==> config.mk <==
export PLATFORM = sky130hd
export DESIGN_NAME = td4_sequencer
export DESIGN_NICKNAME = d
export VERILOG_FILES = /design/src/rtl/td4_sequencer.sv
export SDC_FILE = /design/constraint.sdc
export NUM_CORES = 1
export LEC_CHECK = 0
export ABC_CLOCK_PERIOD_IN_PS = 1500
export CAP_MARGIN = 20
export CORE_ASPECT_RATIO = 0.7
export CORE_MARGIN = 2
export CORE_UTILIZATION = 24
export CTS_CLUSTER_DIAMETER = 50
export DETAILED_ROUTE_END_ITERATION = 8
export HOLD_SLACK_MARGIN = 0.08
export PLACE_DENSITY = 0.49
export SETUP_SLACK_MARGIN = 0.15
export SYNTH_ARGS = -nofsm -noshare
export SYNTH_HDL_FRONTEND = slang
export SYNTH_SLANG_ARGS = --single-unit
==> constraint.sdc <==
create_clock -name clk -period 1.5 [get_ports clk]
set_input_delay 0.3 -clock clk [delete_from_list [all_inputs] [get_ports clk]]
set_output_delay 0.3 -clock clk [all_outputs]
set_load 0.005 [all_outputs]
==> src/rtl/td4_sequencer.sv <==
// td4_sequencer: fetch/decode/exec control FSM for the TD4 datapath with run/step/halt control.
module td4_sequencer (
  input  logic       clk,
  input  logic       n_reset,
  input  logic [7:0] instr,
  input  logic [3:0] pc,
  input  logic       cf,
  input  logic       run,
  input  logic       step,
  input  logic       halt_clr,
  output logic       select_a,
  output logic       select_b,
  output logic       load0,
  output logic       load1,
  output logic       load2,
  output logic       load3,
  output logic       dp_en,
  output logic       busy,
  output logic       halted,
  output logic [7:0] instr_count
);
  typedef enum logic [2:0] {IDLE, FETCH, DECODE, EXEC, HALT} state_t;
  state_t state, nxt;
  logic step_q;
  logic [7:0] ir;
  logic [3:0] pc_q;
  logic [5:0] dec;
  logic halt_det;
  assign halt_det = ir[7:4] == 4'hf && ir[3:0] == pc_q;
  // dec = {select_b, select_a, load3, load2, load1, load0}
  always_comb begin
    case (ir[7:4])
      4'b0000: dec = 6'b00_0001;
      4'b0101: dec = 6'b01_0010;
      4'b0001: dec = 6'b01_0001;
      4'b0100: dec = 6'b00_0010;
      4'b0011: dec = 6'b11_0001;
      4'b0111: dec = 6'b11_0010;
      4'b0010: dec = 6'b10_0001;
      4'b0110: dec = 6'b10_0010;
      4'b1001: dec = 6'b01_0100;
      4'b1011: dec = 6'b11_0100;
      4'b1111: dec = 6'b11_1000;
      4'b1110: dec = {3'b11_0 | {2'b00, ~cf}, 3'b000};
      default: dec = 6'b11_0000;
    endcase
  end
  always_comb begin
    nxt = state;
    case (state)
      IDLE:    nxt = (run || (step && !step_q)) ? FETCH : IDLE;
      FETCH:   nxt = DECODE;
      DECODE:  nxt = EXEC;
      EXEC:    nxt = halt_det ? HALT : run ? FETCH : IDLE;
      HALT:    nxt = halt_clr ? IDLE : HALT;
      default: nxt = IDLE;
    endcase
  end
  always_ff @(posedge clk or negedge n_reset) begin
    if (!n_reset) begin
      state <= IDLE;
      step_q <= 1'b0;
      ir <= '0;
      pc_q <= '0;
      {select_b, select_a, load3, load2, load1, load0} <= 6'b11_0000;
      dp_en <= 1'b0;
      busy <= 1'b0;
      halted <= 1'b0;
      instr_count <= '0;
    end else begin
      state <= nxt;
      step_q <= step;
      if (state == FETCH) begin
        ir <= instr;
        pc_q <= pc;
      end
      {select_b, select_a, load3, load2, load1, load0} <= nxt == EXEC ? dec : 6'b11_0000;
      dp_en <= nxt == EXEC;
      busy <= nxt == FETCH || nxt == DECODE || nxt == EXEC;
      halted <= nxt == HALT;
      if (dp_en && instr_count != 8'hff) instr_count <= instr_count + 8'd1;
    end
  end
endmodule

==> results.md, run 1 <==
- Final-layout fill cell count: 568
- Overflow after GRT: 0
- Final antenna diode count: 0
- First-pass GRT wire length: 4820 um
- Avg Synthesized Cell Area: 12.7 um^2
- Endpoint of the most critical setup path: instr_count[1]
- Library cell contributing the largest single delay on the critical path: sky130_fd_sc_hd__dfrtp_1
- Floorplan core area: 0.00570 mm^2
- Register share of total power: 39.7%
- Share of total power consumed by net switching: 31.9%
- Top-level I/O count: 35
- Most frequent standard cell in the layout excluding fill and tap cells: sky130_fd_sc_hd__dfrtp_1
- Number of storage elements in the synthesis netlist: 33
- Site Rows: 23
- Number of vias in the routed layout: 1085
- Number of violations reported at the end of detailed-routing iteration 0: 64
- Standby leakage power: 0.938 nW
- Final setup viols: 0
- Post-synthesis cell area: 0.00141 mm^2
- Pin slew with the least headroom to its limit: 0.367 ns
- Initial cell density of the core: 24.8%
- Relative slew slack: 75.2%
- Launching element of the worst setup path: instr_count[1]
- Max-cap violation count: 0
- Portion of the post-synthesis area used by sequential elements: 58.6%
- Top flip-flop cell by instance count after synthesis: sky130_fd_sc_hd__dfrtp_1
- Startpoint kind of the worst setup timing path: flop
- Most used routing layer: met2
- Worst vdd ir: 0.000575 V
- Cell at the root of the clock tree: sky130_fd_sc_hd__clkbuf_8
- Signed area change from the synthesized netlist to the final layout: 47.7%
- Worst-case register-to-register setup slack: 0.18 ns
- Depth of the most critical reg-to-reg path: 4
- Final number of hold-violating endpoints: 0
- Cell family contributing the most delay on the critical path: flip-flops
- Die Footprint: 0.00653 mm^2
- Count of unique library cells instantiated by Yosys: 36
- Reg2Reg Launch Point: instr_count[1]
- DR DRC count: 0
- Final worst path period share: 87.9%
- Critical setup path kind: flop to flop
- Met2 usage in global routing: 14.7%
- Drt wl/cell: 12.2 um
- Number of nets in the final layout: 186
- Fmax: 758 MHz
- Crit Path Max Fanout: 5
- Worst-skew pair later-pin latency: 0.28 ns
- Critical path buffer and inverter count: 0
- Final clock skew: 0.00192 ns
- Longest individual stage delay on the worst path: 0.41 ns
- RSZ-0062 raised after global routing: yes
- Total of buffers placed on input and output ports: 34
- Final Slew Violations: 0
- Antenna Nets Post-Route: 0
- Die span in x: 95.7 um
- Reg-to-reg endpoint: instr_count[1]
- Classification of the worst-slack hold path: input pin to async pin
- TNS Setup: 0 ns
- Total chip power: 3.79 mW
- Crit path time final: 1.32 ns
- Die height: 68.2 um
- All-layer global routing usage: 10.1%
- Share of async-settable or async-resettable flops after synthesis: 100%
- Sw Pwr: 1.21 mW
- Antenna violations before repair: 0
- Run status: finished clean
- Final HPWL DP: 2190 um
- Post-Synthesis Net Count: 130
- GR Layer Usage met3: 3.85%
- Number of instances in the synthesized netlist: 111
- Cell-internal power: 2.58 mW
- Power Dens Cells: 1810 mW/mm^2
- Syn. warnings: 0
- Fraction of final layout cells sized beyond drive strength 1: 31.0%
- Critical Path, Cell by Cell: ha_4 > nand4_1 > o21ai_2 > mux2_2
- Crit. End Element: flop
- Placer's final routability congestion estimate: 0.864
- Part of the total power dissipated in the clock network: 18.9%
- TritonCTS clock tree: done
- CTS clk-pin slew, worst paths: 0.06 ns
- WL final: 2960 um
- Maximum number of pins on one net before global-route repair: 13
- TritonCTS sink count: 33
- First-pass detailed-route iteration total: 4
- Critical path required time: 1.66 ns
- Count of flip-flops with a built-in enable after synthesis: 0
- Number of buffers created by CTS: 5
- Number of cells on the critical path: 4
- Per-cell via count in the routed design: 4.47
- Vias in the first global route: 1046
- Most frequent cells in the layout: 27 x sky130_fd_sc_hd__dfrtp_1, 17 x sky130_fd_sc_hd__clkdlybuf4s50_1, 17 x sky130_fd_sc_hd__buf_4, 15 x sky130_fd_sc_hd__dlygate4sd2_1, 14 x sky130_fd_sc_hd__mux2_2
- Count of hold-fix buffers inserted at cts: 0
- Combinational group share of total power: 41.4%
- CTS H-tree lvls: 2
- Critical path arrival: 1.48 ns
- Met1 demand-to-capacity share in global routing: 13.3%
- Clock buffer depth: 2
==> timing repair <==
item                                    in CTS  in global routing
pin swaps                                    3                  3
endpoints found under the setup margin      31                 18
buffers inserted                            11                  1
resized for setup                           22                  6
endpoints found under the hold margin        0                  0
==> how the worst min path moves through the flow <==
stage | end | slack (ns) | start
3_3_place_gp | instr_count[0] | 0.51 | instr_count[0]
6_report | load3 | 0.27 | n_reset
4_1_cts | load2 | 0.27 | n_reset
2_1_floorplan | busy | 0.004 | n_reset
3_5_place_dp | ir[3] | 0.52 | ir[3]
5_1_grt | load3 | 0.29 | n_reset
==> kinds of logic (layout without fill, tap and decap cells) <==
| kind of cell | count (synthesis) | in the layout | share of synthesized area [%] |
|---|---|---|---|
| buf+inv | 6 | 63 | 2.66 |
| mux | 14 | 14 | 11.2 |
| xor+xnor | 8 | 8 | 4.96 |
| compound gates | 19 | 19 | 9.03 |
| fa+ha+maj | 1 | 1 | 0.886 |
| flops | 33 | 33 | 58.6 |
| simple gates | 30 | 30 | 12.7 |
==> power by group through the flow <==
stage / registers (mW) / clock network, mW / logic (mW)
CTS: 1.51 / 0.755 / 1.57
finish: 1.50 / 0.716 / 1.57
global placement: 1.57 / 0 / 1.39
floorplan: 1.51 / 0 / 0.887
detailed placement: 1.58 / 0 / 1.42
global route: 1.56 / 0.793 / 1.72
==> per-stage QoR <==
step / utilization (%) / hold slack, ns / setup slack, ns / instances / cell area, um^2
after floorplan: - / 0.00441 / 0.131 / 111 / 1430
after global placement: 33.2 / 0.508 / 0.107 / 223 / 1890
after detailed placement: 33.2 / 0.516 / 0.0476 / 223 / 1890
after CTS: 36.3 / 0.265 / 0.147 / 242 / 2070
after global routing: 36.6 / 0.289 / 0.108 / 243 / 2090
final: 36.6 / 0.270 / 0.181 / 243 / 2090
==> synthesized netlist by cell type (2+ instances only) <==
master                    count  area [um^2]
sky130_fd_sc_hd__a21o_1       2         15.0
sky130_fd_sc_hd__a21oi_1      4         20.0
sky130_fd_sc_hd__a31oi_1      2         12.5
sky130_fd_sc_hd__a41oi_1      2         17.5
sky130_fd_sc_hd__buf_4        2         15.0
sky130_fd_sc_hd__dfrtp_1     31          776
sky130_fd_sc_hd__dfstp_2      2         52.6
sky130_fd_sc_hd__inv_1        3         11.3
sky130_fd_sc_hd__mux2_2      14          158
sky130_fd_sc_hd__nand2_1      3         11.3
sky130_fd_sc_hd__nand3_1      5         25.0
sky130_fd_sc_hd__nand4_1      2         12.5
sky130_fd_sc_hd__nor2_1       5         18.8
sky130_fd_sc_hd__nor3_1       4         20.0
sky130_fd_sc_hd__o21ai_0      2         10.0
sky130_fd_sc_hd__o31ai_1      2         15.0
sky130_fd_sc_hd__xnor2_1      3         26.3
sky130_fd_sc_hd__xor2_1       5         43.8
==> area by class of cell <==
cell class | instances | area (um^2) | area share [%]
clock inverters | 1 | 5.00 | 0.240
flip-flops and latches | 33 | 833 | 39.9
clock buffers | 7 | 96.3 | 4.62
multi-input cells | 72 | 578 | 27.7
well taps | 75 | 93.8 | 4.50
repair buffers | 52 | 469 | 22.5
inverters | 3 | 11.3 | 0.540
==> layer usage <==
layer / routed length (um) / up-vias
li1: - / 521
met1: 1390 / 518
met2: 1320 / 42
met3: 217 / 4
met4: 30 / 0
met5: 0 / -
==> registers in the layout, indices dropped and copies added (netlist names), 3 cells and up <==
| signal | cells |
|---|---|
| instr_count | 8 |
| ir | 8 |
| pc_q | 4 |
| state | 3 |
(Power assumes the default switching activity.)
==> inputs of run 2 (changes only) <==
--- a/config.mk
+++ b/config.mk
@@ -9,12 +9,13 @@
 export CAP_MARGIN = 20
 export CORE_ASPECT_RATIO = 0.7
 export CORE_MARGIN = 2
-export CORE_UTILIZATION = 24
+export CORE_UTILIZATION = 48
 export CTS_CLUSTER_DIAMETER = 50
 export DETAILED_ROUTE_END_ITERATION = 8
 export HOLD_SLACK_MARGIN = 0.08
-export PLACE_DENSITY = 0.49
+export PLACE_DENSITY = 0.82
 export SETUP_SLACK_MARGIN = 0.15
+export SKIP_CTS_REPAIR_TIMING = 1
 export SYNTH_ARGS = -nofsm -noshare
 export SYNTH_HDL_FRONTEND = slang
 export SYNTH_SLANG_ARGS = --single-unit
==> run 2 against run 1 <==
Compared with the run above:
- the flow now finishes with violations (negative setup slack)
- cell area is 1.5% higher
- worst setup slack worse by 0.19 ns
- critical path depth is 1 higher
- critical endpoint is now instr_count[5]
- die area is 48% lower
- sequential cell count stayed put
- clock power is 5.9% lower
- wire length is 12% higher
- non-clock buffer count is 1 higher
- fmax is 12% lower
- combinational power is 13% higher
- sequential power is 4% higher
==> results.md, run 2 (synthesis gave the netlist of run 1 again) <==
- Die Footprint: 0.00340 mm^2
- RSZ-0062 raised after global routing: yes
- Max-cap violation count: 0
- Longest individual stage delay on the worst path: 0.44 ns
- Number of buffers created by CTS: 5
- Pin slew with the least headroom to its limit: 0.369 ns
- Vias in the first global route: 933
- Top-level I/O count: 35
- Area after detailed placement: 0.00184 mm^2
- Critical path arrival: 1.68 ns
- TritonCTS clock tree: done
- TNS Setup: -0.00677 ns
- Site Rows: 16
- Critical Path, Cell by Cell: buf_4 > buf_4 > and4_1 > nand3_1 > mux2_2
- CTS H-tree lvls: 2
- Die height: 49.4 um
- Final clock skew: 0.00597 ns
- Storage cell area: 837 um^2
- Antenna violations before repair: 0
- Fmax: 664 MHz
- All-layer global routing usage: 18.5%
- Worst vdd ir: 0.00114 V
- Critical setup path kind: flop to flop
- Area occupied by multi-input gates: 581 um^2
- Final number of hold-violating endpoints: 0
- Final setup viols: 1
- Number of violations reported at the end of detailed-routing iteration 0: 60
- Total chip power: 4.00 mW
- Antenna Nets Post-Route: 0
- Die span in x: 68.8 um
- CTS clk-pin slew, worst paths: 0.06 ns
- Standby leakage power: 1.10 nW
- Critical path required time: 1.67 ns
- Cell at the root of the clock tree: sky130_fd_sc_hd__clkbuf_8
- Initial cell density of the core: 50.4%
- Signed area change from the synthesized netlist to the final layout: 50.0%
- Total of buffers placed on input and output ports: 34
- Classification of the worst-slack hold path: input pin to async pin
- Startpoint kind of the worst setup timing path: flop
- Run status: finished with violations
- Final worst path period share: 100%
- Drt wl/cell: 16.2 um
- Critical path buffer and inverter count: 2
- Number of vias in the routed layout: 1127
- DR DRC count: 0
- Power Dens Cells: 1890 mW/mm^2
- Overflow after GRT: 0
- Most frequent standard cell in the layout excluding fill and tap cells: sky130_fd_sc_hd__dfrtp_1
- Crit Path Max Fanout: 4
- Final HPWL DP: 1980 um
- Most frequent cells in the layout: 24 x sky130_fd_sc_hd__dfrtp_1, 17 x sky130_fd_sc_hd__clkdlybuf4s50_1, 17 x sky130_fd_sc_hd__dlymetal6s2s_1, 16 x sky130_fd_sc_hd__buf_4, 13 x sky130_fd_sc_hd__mux2_2
- Filler-free cell count of the finished design: 205
- Most common cell on crit path: sky130_fd_sc_hd__buf_4
- Final setup slack of the worst path: -0.00677 ns
- Fraction of final layout cells sized beyond drive strength 1: 32.5%
- Crit. End Element: flop
- Violated checks: negative setup slack
- WL final: 3330 um
- Relative slew slack: 75.0%
- Library cell contributing the largest single delay on the critical path: sky130_fd_sc_hd__dfrtp_1
- Top Registers: instr_count: 8 flops, ir: 8 flops, pc_q: 4 flops
- Maximum number of pins on one net before global-route repair: 34
- First-pass GRT wire length: 4300 um
- Final Slew Violations: 0
- First-pass detailed-route iteration total: 5
- Worst-skew pair later-pin latency: 0.29 ns
- Final-layout fill cell count: 176
- Crit path time final: 1.51 ns
- Cell family contributing the most delay on the critical path: flip-flops
- Per-cell via count in the routed design: 5.50
- Placer's final routability congestion estimate: 0.791
- Final antenna diode count: 0
- DP Cell Count: 182
- Number of nets in the final layout: 187
- Clock buffer depth: 2
- TritonCTS sink count: 33
- Post-Layout Inst Area: 0.00212 mm^2
- Floorplan core area: 0.00280 mm^2
run 2: area by class of cell:
type	count	area share, %
clock buffers	8	4.25
flip-flops and latches	33	39.5
well taps	36	2.13
multi-input cells	72	27.4
repair buffers	53	26.2
inverters	3	0.532
run 2: power by group:
part	total, mW	internal [mW]	switching [mW]	leakage [nW]
Sequential	1.56	1.25	0.301	0.395
Clock	0.674	0.373	0.300	0.0455
Combinational	1.77	1.05	0.721	0.664
run 2: per-stage QoR:
| stage | hold slack (ns) | setup slack [ns] | util [%] |
|---|---|---|---|
| after floorplan | 0.00441 | 0.131 | - |
| after global placement | 0.509 | 0.114 | 65.6 |
| after detailed placement | 0.517 | 0.0266 | 65.6 |
| after CTS | 0.376 | -0.123 | 68.8 |
| after global routing | 0.391 | -0.0416 | 75.6 |
| final | 0.370 | -0.00677 | 75.6 |
run 2: worst paths after layout:
| kind | to | start | cells past startpoint | slack, ns |
|---|---|---|---|---|
| min in group clk | step_q | step | 1 | 0.48 |
| max in group asynchronous | select_b | n_reset | 2 | 0.88 |
| max | instr_count[5] | instr_count[0] | 5 | -0.007 |
| min reg2reg | ir[3] | ir[3] | 1 | 0.53 |
| max reg2reg | instr_count[5] | instr_count[0] | 5 | -0.007 |
| min | instr_count[0] | n_reset | 2 | 0.37 |
run 2: routing by layer:
layer / part of all wire [%] / up-vias / GRT usage (%)
met5: 0 / - / 0
met4: 3.0 / 0 / 7.84
met3: 5.5 / 12 / 9.01
met2: 50 / 45 / 26.3
met1: 42 / 548 / 24.0
li1: - / 522 / -
==> inputs of run 3 (changes only) <==
--- a/config.mk
+++ b/config.mk
@@ -5,7 +5,7 @@
 export SDC_FILE = /design/constraint.sdc
 export NUM_CORES = 1
 export LEC_CHECK = 0
-export ABC_CLOCK_PERIOD_IN_PS = 1500
+export ABC_CLOCK_PERIOD_IN_PS = 1700
 export CAP_MARGIN = 20
 export CORE_ASPECT_RATIO = 0.7
 export CORE_MARGIN = 2
@@ -13,7 +13,7 @@
 export CTS_CLUSTER_DIAMETER = 50
 export DETAILED_ROUTE_END_ITERATION = 8
 export HOLD_SLACK_MARGIN = 0.08
-export PLACE_DENSITY = 0.82
+export PLACE_DENSITY_LB_ADDON = 0.1
 export SETUP_SLACK_MARGIN = 0.15
 export SKIP_CTS_REPAIR_TIMING = 1
 export SYNTH_ARGS = -nofsm -noshare
==> constraint.sdc (replaced) <==
create_clock -name clk -period 1.7 [get_ports clk]
set_input_delay 0.34 -clock clk [delete_from_list [all_inputs] [get_ports clk]]
set_output_delay 0.34 -clock clk [all_outputs]
set_load 0.005 [all_outputs]
==> run 3 against run 2 <==
Compared with the run above:
- via count fell by 8.3%
- clock skew rose by 0.0014 ns
- register-to-register slack gained 0.26 ns
- sequential power down 10%
- critical endpoint is now instr_count[6]
- first-iteration DRC count shrank 8.3%
- critical path depth shrank 4
- sequential share of layout area grew 2.5 points
- global-route usage fell by 1.5 points
- largest power group is now sequential cells
- cell area decreased by 6.1%
- combinational power is 27% lower
- clock power fell by 16%
- the run now ends clean
- core utilization fell by 4.6 points
==> results.md, run 3 (synthesis gave the netlist of run 1 again) <==
- Fraction of final layout cells sized beyond drive strength 1: 27.6%
- Reg-to-reg endpoint: instr_count[1]
- Standby leakage power: 0.885 nW
- Number of nets in the final layout: 182
- DP Cell Count: 180
- Signed area change from the synthesized netlist to the final layout: 40.7%
- Worst-case register-to-register setup slack: 0.25 ns
- Library cell contributing the largest single delay on the critical path: sky130_fd_sc_hd__clkdlybuf4s50_1
- Share of total power consumed by net switching: 32.0%
- CTS H-tree lvls: 2
- Floorplan core area: 0.00280 mm^2
- Final setup viols: 0
- RSZ-0062 raised after global routing: yes
- Critical Path, Cell by Cell: clkdlybuf4s50_1
- Die span in x: 68.8 um
- Crit Path Max Fanout: 8
- Relative slew slack: 72.1%
- WL final: 2770 um
- Total of buffers placed on input and output ports: 34
- Critical path buffer and inverter count: 1
- Reg2Reg Launch Point: instr_count[0]
- Number of cells on the critical path: 1
- Overflow after GRT: 0
- Most frequent standard cell in the layout excluding fill and tap cells: sky130_fd_sc_hd__clkdlybuf4s50_1
- Vias in the first global route: 926
- Startpoint kind of the worst setup timing path: flop
- Fmax: 640 MHz
- Die height: 49.4 um
- CTS clk-pin slew, worst paths: 0.06 ns
- Site Rows: 16
- Classification of the worst-slack hold path: input pin to async pin
- Critical path arrival: 1.22 ns
- Final antenna diode count: 0
- Critical setup path kind: flop to output port
- Top Registers: instr_count: 8 flops, ir: 8 flops, pc_q: 4 flops
- Final number of hold-violating endpoints: 0
- Die Footprint: 0.00340 mm^2
- Final Slew Violations: 0
- Register share of total power: 42.8%
- Number of violations reported at the end of detailed-routing iteration 0: 55
- Antenna violations before repair: 0
- Final worst path period share: 91.9%
- Pin slew with the least headroom to its limit: 0.412 ns
- Final clock skew: 0.00735 ns
- Depth of the most critical reg-to-reg path: 4
- All-layer global routing usage: 17.0%
- Maximum number of pins on one net before global-route repair: 34
- Placer's final routability congestion estimate: 0.809
- Most frequent cells in the layout: 29 x sky130_fd_sc_hd__clkdlybuf4s50_1, 26 x sky130_fd_sc_hd__dfrtp_1, 14 x sky130_fd_sc_hd__mux2_2, 14 x sky130_fd_sc_hd__buf_4, 6 x sky130_fd_sc_hd__clkbuf_8
- Drt wl/cell: 13.9 um
- Top-level I/O count: 35
- First-pass detailed-route iteration total: 6
- Cell at the root of the clock tree: sky130_fd_sc_hd__clkbuf_8
- Launching element of the worst setup path: instr_count[6]
- TritonCTS sink count: 33
- Sw Pwr: 1.05 mW
- Run status: finished clean
- Initial cell density of the core: 50.4%
- Final HPWL DP: 1940 um
- Endpoint of the most critical setup path: instr_count[6]
- Cell-internal power: 2.22 mW
- Per-cell via count in the routed design: 5.20
- Number of buffers created by CTS: 5
- Crit. End Element: output port
- Max-cap violation count: 0
- Filler-free cell count of the finished design: 199
- Crit path time final: 1.56 ns
- Number of vias in the routed layout: 1034
- Cell family contributing the most delay on the critical path: buffers and inverters
- Antenna Nets Post-Route: 0
- First-pass GRT wire length: 4140 um
- Critical path required time: 1.36 ns
- Worst vdd ir: 0.000995 V
- Combinational group share of total power: 39.8%
- TNS Setup: 0 ns
- Clock buffer depth: 2
- TritonCTS clock tree: done
- Worst-skew pair later-pin latency: 0.28 ns
- Part of the total power dissipated in the clock network: 17.4%
- DR DRC count: 0
- Power Dens Cells: 1640 mW/mm^2
- Longest individual stage delay on the worst path: 0.52 ns
-- run 3: routing by layer --
layer | vias up | part of all wire, % | global-route usage (%)
li1 | 502 | - | -
met2 | 27 | 47 | 24.8
met4 | 0 | 1.7 | 6.86
met5 | - | 0 | 0
met1 | 498 | 46 | 23.1
met3 | 7 | 5.0 | 5.54
-- run 3: power groups by stage --
stage                     clock network (mW)  registers [mW]  logic [mW]
after floorplan                            0            1.33       0.761
after global placement                     0            1.40        1.06
after detailed placement                   0            1.42        1.10
after CTS                              0.585            1.41        1.11
after global routing                   0.623            1.44        1.43
final                                  0.569            1.40        1.30
-- run 3: worst min-delay path by stage --
stage	endpoint	slack, ns	depth (start not counted)
after floorplan	busy	0.04	0
after global placement	instr_count[0]	0.51	1
after detailed placement	ir[3]	0.52	1
after CTS	instr_count[5]	0.47	2
after global routing	instr_count[1]	0.51	2
final	instr_count[1]	0.45	2
-- run 3: layout make-up --
type,instances,area [um^2]
Sequential cell,33,835
Fill cell,209,815
Multi-Input combinational cell,72,553
Timing Repair Buffer,48,458
Clock buffer,7,86.3
Tap cell,36,45.0
Inverter,3,11.3
-- run 3: per-stage QoR --
stage | area, um^2 | hold slack, ns | setup slack, ns | utilization (%) | power, mW
6_report | 1990 | 0.452 | 0.138 | 70.9 | 3.27
5_1_grt | 1990 | 0.506 | 0.0919 | 70.9 | 3.49
4_1_cts | 1870 | 0.471 | 0.0696 | 66.8 | 3.10
3_3_place_gp | 1790 | 0.507 | 0.254 | 63.7 | 2.46
2_1_floorplan | 1410 | 0.0444 | 0.294 | - | 2.09
3_5_place_dp | 1790 | 0.517 | 0.149 | 63.7 | 2.53
